[config.mk]
export PLATFORM = sky130hd
export DESIGN_NAME = pc_sequencer
export DESIGN_NICKNAME = d
export VERILOG_FILES = /design/src/rtl/pc_seq_pkg.sv /design/src/rtl/pc_sequencer_opcode_class.sv /design/src/rtl/pc_sequencer.sv
export SDC_FILE = /design/constraint.sdc
export NUM_CORES = 1
export LEC_CHECK = 0
export ABC_AREA = 1
export BUFFER_PORTS_ARGS = -buffer_cell sky130_fd_sc_hd__buf_2
export CAP_MARGIN = 20
export CORE_ASPECT_RATIO = 2
export CORE_UTILIZATION = 50
export CTS_CLUSTER_DIAMETER = 200
export CTS_CLUSTER_SIZE = 28
export DETAILED_ROUTE_END_ITERATION = 10
export PLACE_DENSITY = 0.87
export SLEW_MARGIN = 20
export SYNTH_ARGS = -nofsm -noshare
export SYNTH_HDL_FRONTEND = slang
export SYNTH_HIERARCHICAL = 1
export SYNTH_SLANG_ARGS = --single-unit
export TNS_END_PERCENT = 5
[constraint.sdc]
create_clock -name clk -period 1.75 [get_ports clk]
set_clock_uncertainty 0.15 [all_clocks]
set_input_delay 0.175 -clock clk [delete_from_list [all_inputs] [get_ports clk]]
set_output_delay 0.175 -clock clk [all_outputs]
set_load 0.05 [all_outputs]
[src/rtl/pc_seq_pkg.sv]
// Shared types and constants for the pc_sequencer block: FSM state encoding,
// RV32 major-opcode constants and the next-PC select encodings.
// The HALT state exists only when PC_MISALIGN_TRAP_EN is defined.
package pc_seq_pkg;

    typedef enum logic [2:0] {
        ST_IDLE    = 3'd0,
        ST_FETCH   = 3'd1,
        ST_DECODE  = 3'd2,
        ST_EXECUTE = 3'd3,
        ST_MEM     = 3'd4,
        ST_WB      = 3'd5
`ifdef PC_MISALIGN_TRAP_EN
        , ST_HALT  = 3'd6
`endif
    } state_t;

    localparam logic [6:0] OPC_LOAD   = 7'b0000011;
    localparam logic [6:0] OPC_STORE  = 7'b0100011;
    localparam logic [6:0] OPC_BRANCH = 7'b1100011;
    localparam logic [6:0] OPC_JAL    = 7'b1101111;
    localparam logic [6:0] OPC_JALR   = 7'b1100111;
    localparam logic [6:0] OPC_OP     = 7'b0110011;
    localparam logic [6:0] OPC_OP_IMM = 7'b0010011;
    localparam logic [6:0] OPC_LUI    = 7'b0110111;
    localparam logic [6:0] OPC_AUIPC  = 7'b0010111;

    localparam logic [1:0] PCS_JALR   = 2'b00;
    localparam logic [1:0] PCS_JAL    = 2'b01;
    localparam logic [1:0] PCS_BRANCH = 2'b10;
    localparam logic [1:0] PCS_PLUS4  = 2'b11;

endpackage

[src/rtl/pc_sequencer_opcode_class.sv]
// opcode_class: purely combinational classification of the major opcode into
// the few attributes the sequencer needs. Unknown opcodes behave as no-ops.
module opcode_class
    import pc_seq_pkg::*;
(
    input  logic [6:0] i_opcode,
    output logic       o_is_mem,
    output logic       o_is_store,
    output logic       o_writes_rd,
    output logic [1:0] o_pc_source
);

    // Decode opcode into access type, rd write and next-PC select.
    always_comb begin
        o_is_mem    = 1'b0;
        o_is_store  = 1'b0;
        o_writes_rd = 1'b0;
        o_pc_source = PCS_PLUS4;
        case (i_opcode)
            OPC_LOAD: begin
                o_is_mem    = 1'b1;
                o_writes_rd = 1'b1;
            end
            OPC_STORE: begin
                o_is_mem   = 1'b1;
                o_is_store = 1'b1;
            end
            OPC_BRANCH: o_pc_source = PCS_BRANCH;
            OPC_JAL: begin
                o_writes_rd = 1'b1;
                o_pc_source = PCS_JAL;
            end
            OPC_JALR: begin
                o_writes_rd = 1'b1;
                o_pc_source = PCS_JALR;
            end
            OPC_OP, OPC_OP_IMM, OPC_LUI, OPC_AUIPC: o_writes_rd = 1'b1;
            default: ;
        endcase
    end

endmodule

[src/rtl/pc_sequencer.sv]
// pc_sequencer: multicycle FETCH/DECODE/EXECUTE/[MEM]/WB sequencer that owns
// the architectural PC and the retired-instruction counter.
// Optional feature macro: PC_MISALIGN_TRAP_EN -- a misaligned next_pc in WB
// halts the sequencer with trap=1 instead of force-aligning the PC.
module pc_sequencer
    import pc_seq_pkg::*;
#(
    parameter logic [31:0] RESET_PC = 32'h0000_0000
) (
    input  logic        clk,
    input  logic        rst_n,
    input  logic        run,
    input  logic [6:0]  opcode,
    input  logic        mem_ready,
    input  logic [31:0] next_pc,
    output logic [31:0] pc,
    output logic [1:0]  pc_source,
    output logic        imem_req,
    output logic        dmem_req,
    output logic        dmem_we,
    output logic        ir_we,
    output logic        reg_we,
    output logic        busy,
    output logic [31:0] instret
`ifdef PC_MISALIGN_TRAP_EN
    , output logic      trap
`endif
);

    state_t      r_state;
    state_t      w_next_state;
    logic [31:0] r_pc;
    logic [31:0] r_instret;
    logic        w_is_mem;
    logic        w_is_store;
    logic        w_writes_rd;
    logic        w_misalign;
    logic        w_retire;

    opcode_class u_opcode_class (
        .i_opcode    (opcode),
        .o_is_mem    (w_is_mem),
        .o_is_store  (w_is_store),
        .o_writes_rd (w_writes_rd),
        .o_pc_source (pc_source)
    );

`ifdef PC_MISALIGN_TRAP_EN
    assign w_misalign = (next_pc[1:0] != 2'b00);
    assign trap       = (r_state == ST_HALT);
`else
    assign w_misalign = 1'b0;
`endif

    // A misaligned target never retires, so the masked write below only
    // changes the value in the force-align build.
    assign w_retire = (r_state == ST_WB) && !w_misalign;
    assign busy     = (r_state != ST_IDLE);
    assign pc       = r_pc;
    assign instret  = r_instret;

    // State register; reset drops every request in the same cycle.
    always_ff @(posedge clk or negedge rst_n) begin
        if (!rst_n) r_state <= ST_IDLE;
        else        r_state <= w_next_state;
    end

    // Next-state and Moore strobes; ir_we is the one strobe gated by mem_ready.
    always_comb begin
        w_next_state = r_state;
        imem_req     = 1'b0;
        dmem_req     = 1'b0;
        dmem_we      = 1'b0;
        ir_we        = 1'b0;
        reg_we       = 1'b0;
        case (r_state)
            ST_IDLE: if (run) w_next_state = ST_FETCH;
            ST_FETCH: begin
                imem_req = 1'b1;
                ir_we    = mem_ready;
                if (mem_ready) w_next_state = ST_DECODE;
            end
            ST_DECODE:  w_next_state = ST_EXECUTE;
            ST_EXECUTE: w_next_state = w_is_mem ? ST_MEM : ST_WB;
            ST_MEM: begin
                dmem_req = 1'b1;
                dmem_we  = w_is_store;
                if (mem_ready) w_next_state = ST_WB;
            end
            ST_WB: begin
                reg_we = w_writes_rd && !w_misalign;
`ifdef PC_MISALIGN_TRAP_EN
                if (w_misalign)  w_next_state = ST_HALT;
                else if (run)    w_next_state = ST_FETCH;
                else             w_next_state = ST_IDLE;
`else
                w_next_state = run ? ST_FETCH : ST_IDLE;
`endif
            end
`ifdef PC_MISALIGN_TRAP_EN
            ST_HALT: w_next_state = ST_HALT;
`endif
            default: w_next_state = ST_IDLE;
        endcase
    end

    // PC and retired-instruction counter advance together at retirement.
    always_ff @(posedge clk or negedge rst_n) begin
        if (!rst_n) begin
            r_pc      <= RESET_PC;
            r_instret <= 32'd0;
        end else if (w_retire) begin
            r_pc      <= next_pc & ~32'h3;
            r_instret <= r_instret + 32'd1;
        end
    end

endmodule

==> results.yml <==
run_status:
  outcome: "finished clean"
final_layout:
  fillers: 449
  regArea_mm2: 0.001629
  final_cell_mix: "nand2_1 (178), buf_2 (105), dfrtp_1 (63)"
  drive_gt1_frac: 0.2928
  finalNetCount: 623
  multi_input_area_mm2: 0.001480
  antenna_cells: 0
  final_common_cell: "nand2_1"
  fin_area_mm2: 0.004666
  final_util: 0.7394
  area_growth_pct: 42.22
route:
  drc: 0
  wl_um: 9467
  drtPass1Iterations: 4
  ant_nets: 0
  viasPerCell: 5.076
  vias: 3401
  drt-initial-drc-count: 242
  wire_per_inst_um: 14.13
grt:
  grt_start_max_net_pins: 51
  antenna_found_initial: 0
  gr-total-overflow: 0
  grt_pass1_wl_um: 14720
  grtUsageTotal: 0.2878
  grt_pass1_vias: 3259
min_path:
  hp-class: "in2reg"
  min_path_cells: 3
  min_to: "r_state[0]$_DFFE_PN0P_"
  holdCritStartpoint: "run"
pwr:
  power_density_mw_per_mm2: 1496
  ir_worst_vdd_mv: 1.663
  leakage_nw: 2.553
sta:
  fmax_ghz: 0.5742
  finalCritPeriodShare: 0.9951
  slew_viol_final: 0
  final-setup-viol-count: 0
  rsz0062_at_grt: "true"
  fin_crit_ns: 1.741
  hold_viol_final: 0
synth:
  synth_cell_types: 28
  synthArstFlopShare: 1.000
  ys_seq_area_frac: 0.4958
  synth_ff_type: "dfrtp_1"
  synth_area_leader_cell: "dfrtp_1"
  syn_avg_cell_area_um2: 7.774
  ys_ff_latch: 65
  ys_top_cells_by_area: "dfrtp_1 (50%), nand2_1 (21%), nor2_1 (4.9%)"
  synth_cells: 422
  synth_area_mm2: 0.003281
  synth_top_area_share: 0.4958
  synth_edf_count: 0
  yosysWarnings: 6
placement:
  placed_area_mm2: 0.003985
  port_buffers: 110
  dp_hpwl_um: 6277
  place_congestion: 0.8451
critical_path:
  cp_max_fo: 6
  rr_worst_depth: 8
  cp_slowest_stage_delay_ns: 0.46
  crit_slowest_cell: "dfrtp_2"
  worst_setup_path_start_kind: "flop"
  critPathTopFamily: "flip-flops"
  cp.arrival_ns: 1.42
  critical_path_required_ns: 1.42
  cp_num_buf_inv: 3
  r2r_end: "instret[19]$_DFFE_PN0N_"
  timing.rr.start: "r_state[1]$_DFFE_PN0P_"
  setup.worst_path.class: "reg2out"
  path_cells: "inv_1 > nand3_1 > inv_1 > buf_4"
  r2r_slack_ns: 0.02
  setup.worst_path.start: "r_state[2]$_DFFE_PN0P_"
  cp-end-kind: "primary output"
  cpMostUsedCell: "inv_1"
clock_tree:
  numCtsBuffers: 9
  cts_sinks: 65
  cts_root_buf: "clkbuf_16"
  cts_tree: "built"
  clock_latency_ns: 0.33
  cts.clk_slew.worst_paths_ns: 0.05
  cts_buffer_depth: 2
  htree_levels: 3
flow_run:
  max_cap_violations: 0
floorplan:
  row_count: 41
  ioPinCount: 115
  fp.dieW_um: 59.28
  coreArea_mm2: 0.006310
  die_y_um: 116.6
  initial_core_util: 0.5199
  dieArea_mm2: 0.006909
## metal layers
layer  up-vias  wire length, um  share of wire  global-route usage
met3        34              353          0.037             0.06312
met2       126             5352           0.57              0.5191
li1       1597                -              -                   -
met4         0              435          0.046              0.1508
met5         -                0              0                   0
met1      1644             3327           0.35              0.2998
## kinds of logic after synthesis
| family | synth area share |
|---|---|
| buf+inv | 0.06407 |
| other cells | 0.001143 |
| simple gates | 0.3677 |
| flops | 0.4958 |
| compound gates | 0.01411 |
| fa+ha+maj | 0.003813 |
| xor+xnor | 0.05339 |
## power breakdown
part	switching [mW]	internal, mW	leakage [nW]
logic	2.35	0.765	1.57
registers	0.287	1.93	0.842
clock network	0.619	1.03	0.139
total	3.25	3.72	2.55
## synthesized netlist by cell type (2+ instances only)
cell type  number
a21oi_1         2
buf_2           6
buf_4           3
dfrtp_1        65
inv_1          38
inv_2           4
nand2_1       180
nand2_2         6
nand3_1        15
nand3b_1        2
nand4_1        10
nor2_1         43
nor2_2          6
nor2_4          4
nor3_1          4
o21ai_0         4
xnor2_1        10
xor2_1         10
## registers in the layout, summed over array words and instances, names as in the netlist
register / cells
instret: 32
pc: 30
r_state: 3
## worst register-to-register path, cell delays in order, from the launching register on
cell and delay, ns:
dfrtp_1 0.41, inv_2 0.10, nand3_4 0.07, buf_6 0.15, nor2_4 0.17, inv_4 0.08, nor3_4 0.24, buf_4 0.16
xor2_1 0.14
## how the worst max path moves through the flow
stage	endpoint	slack (ns)	depth (start not counted)
after floorplan	instret[24]$_DFFE_PN0N_	-0.18	10
after global placement	instret[23]$_DFFE_PN0N_	0.12	8
after detailed placement	instret[24]$_DFFE_PN0N_	0.002	10
after CTS	instret[24]$_DFFE_PN0N_	0.01	10
after global routing	instret[19]$_DFFE_PN0N_	-0.06	8
final	imem_req	0.009	4
## area by class of cell
cell class | instances | share of cell area
clock buffers | 13 | 0.05578
clock inverters | 3 | 0.003218
inverters | 42 | 0.03433
multi-input cells | 307 | 0.3172
flip-flops and latches | 65 | 0.3492
well taps | 86 | 0.02306
repair buffers | 154 | 0.2172
## timing repair
item,4_1_cts,5_1_grt
buffers inserted,1,2
resized for setup,9,13
setup endpoints to repair,6,10
pin swaps,0,2
endpoints found under the hold margin,47,0
hold buffers,32,0
## through the flow
stage / instances / setup slack (ns) / hold slack (ns) / TNS (ns) / power (mW)
CTS: 668 / 0.01421 / 0.01484 / 0 / 6.898
global route: 670 / -0.06233 / 0.05071 / -0.2573 / 7.285
floorplan: 423 / -0.1810 / -0.2706 / -0.8453 / 4.362
detailed placement: 619 / 0.002149 / -0.02729 / 0 / 5.135
global placement: 619 / 0.1239 / -0.04225 / 0 / 5.051
finish: 670 / 0.008519 / 0.02129 / 0 / 6.978
No activity file was read; power rests on OpenSTA's default activity.
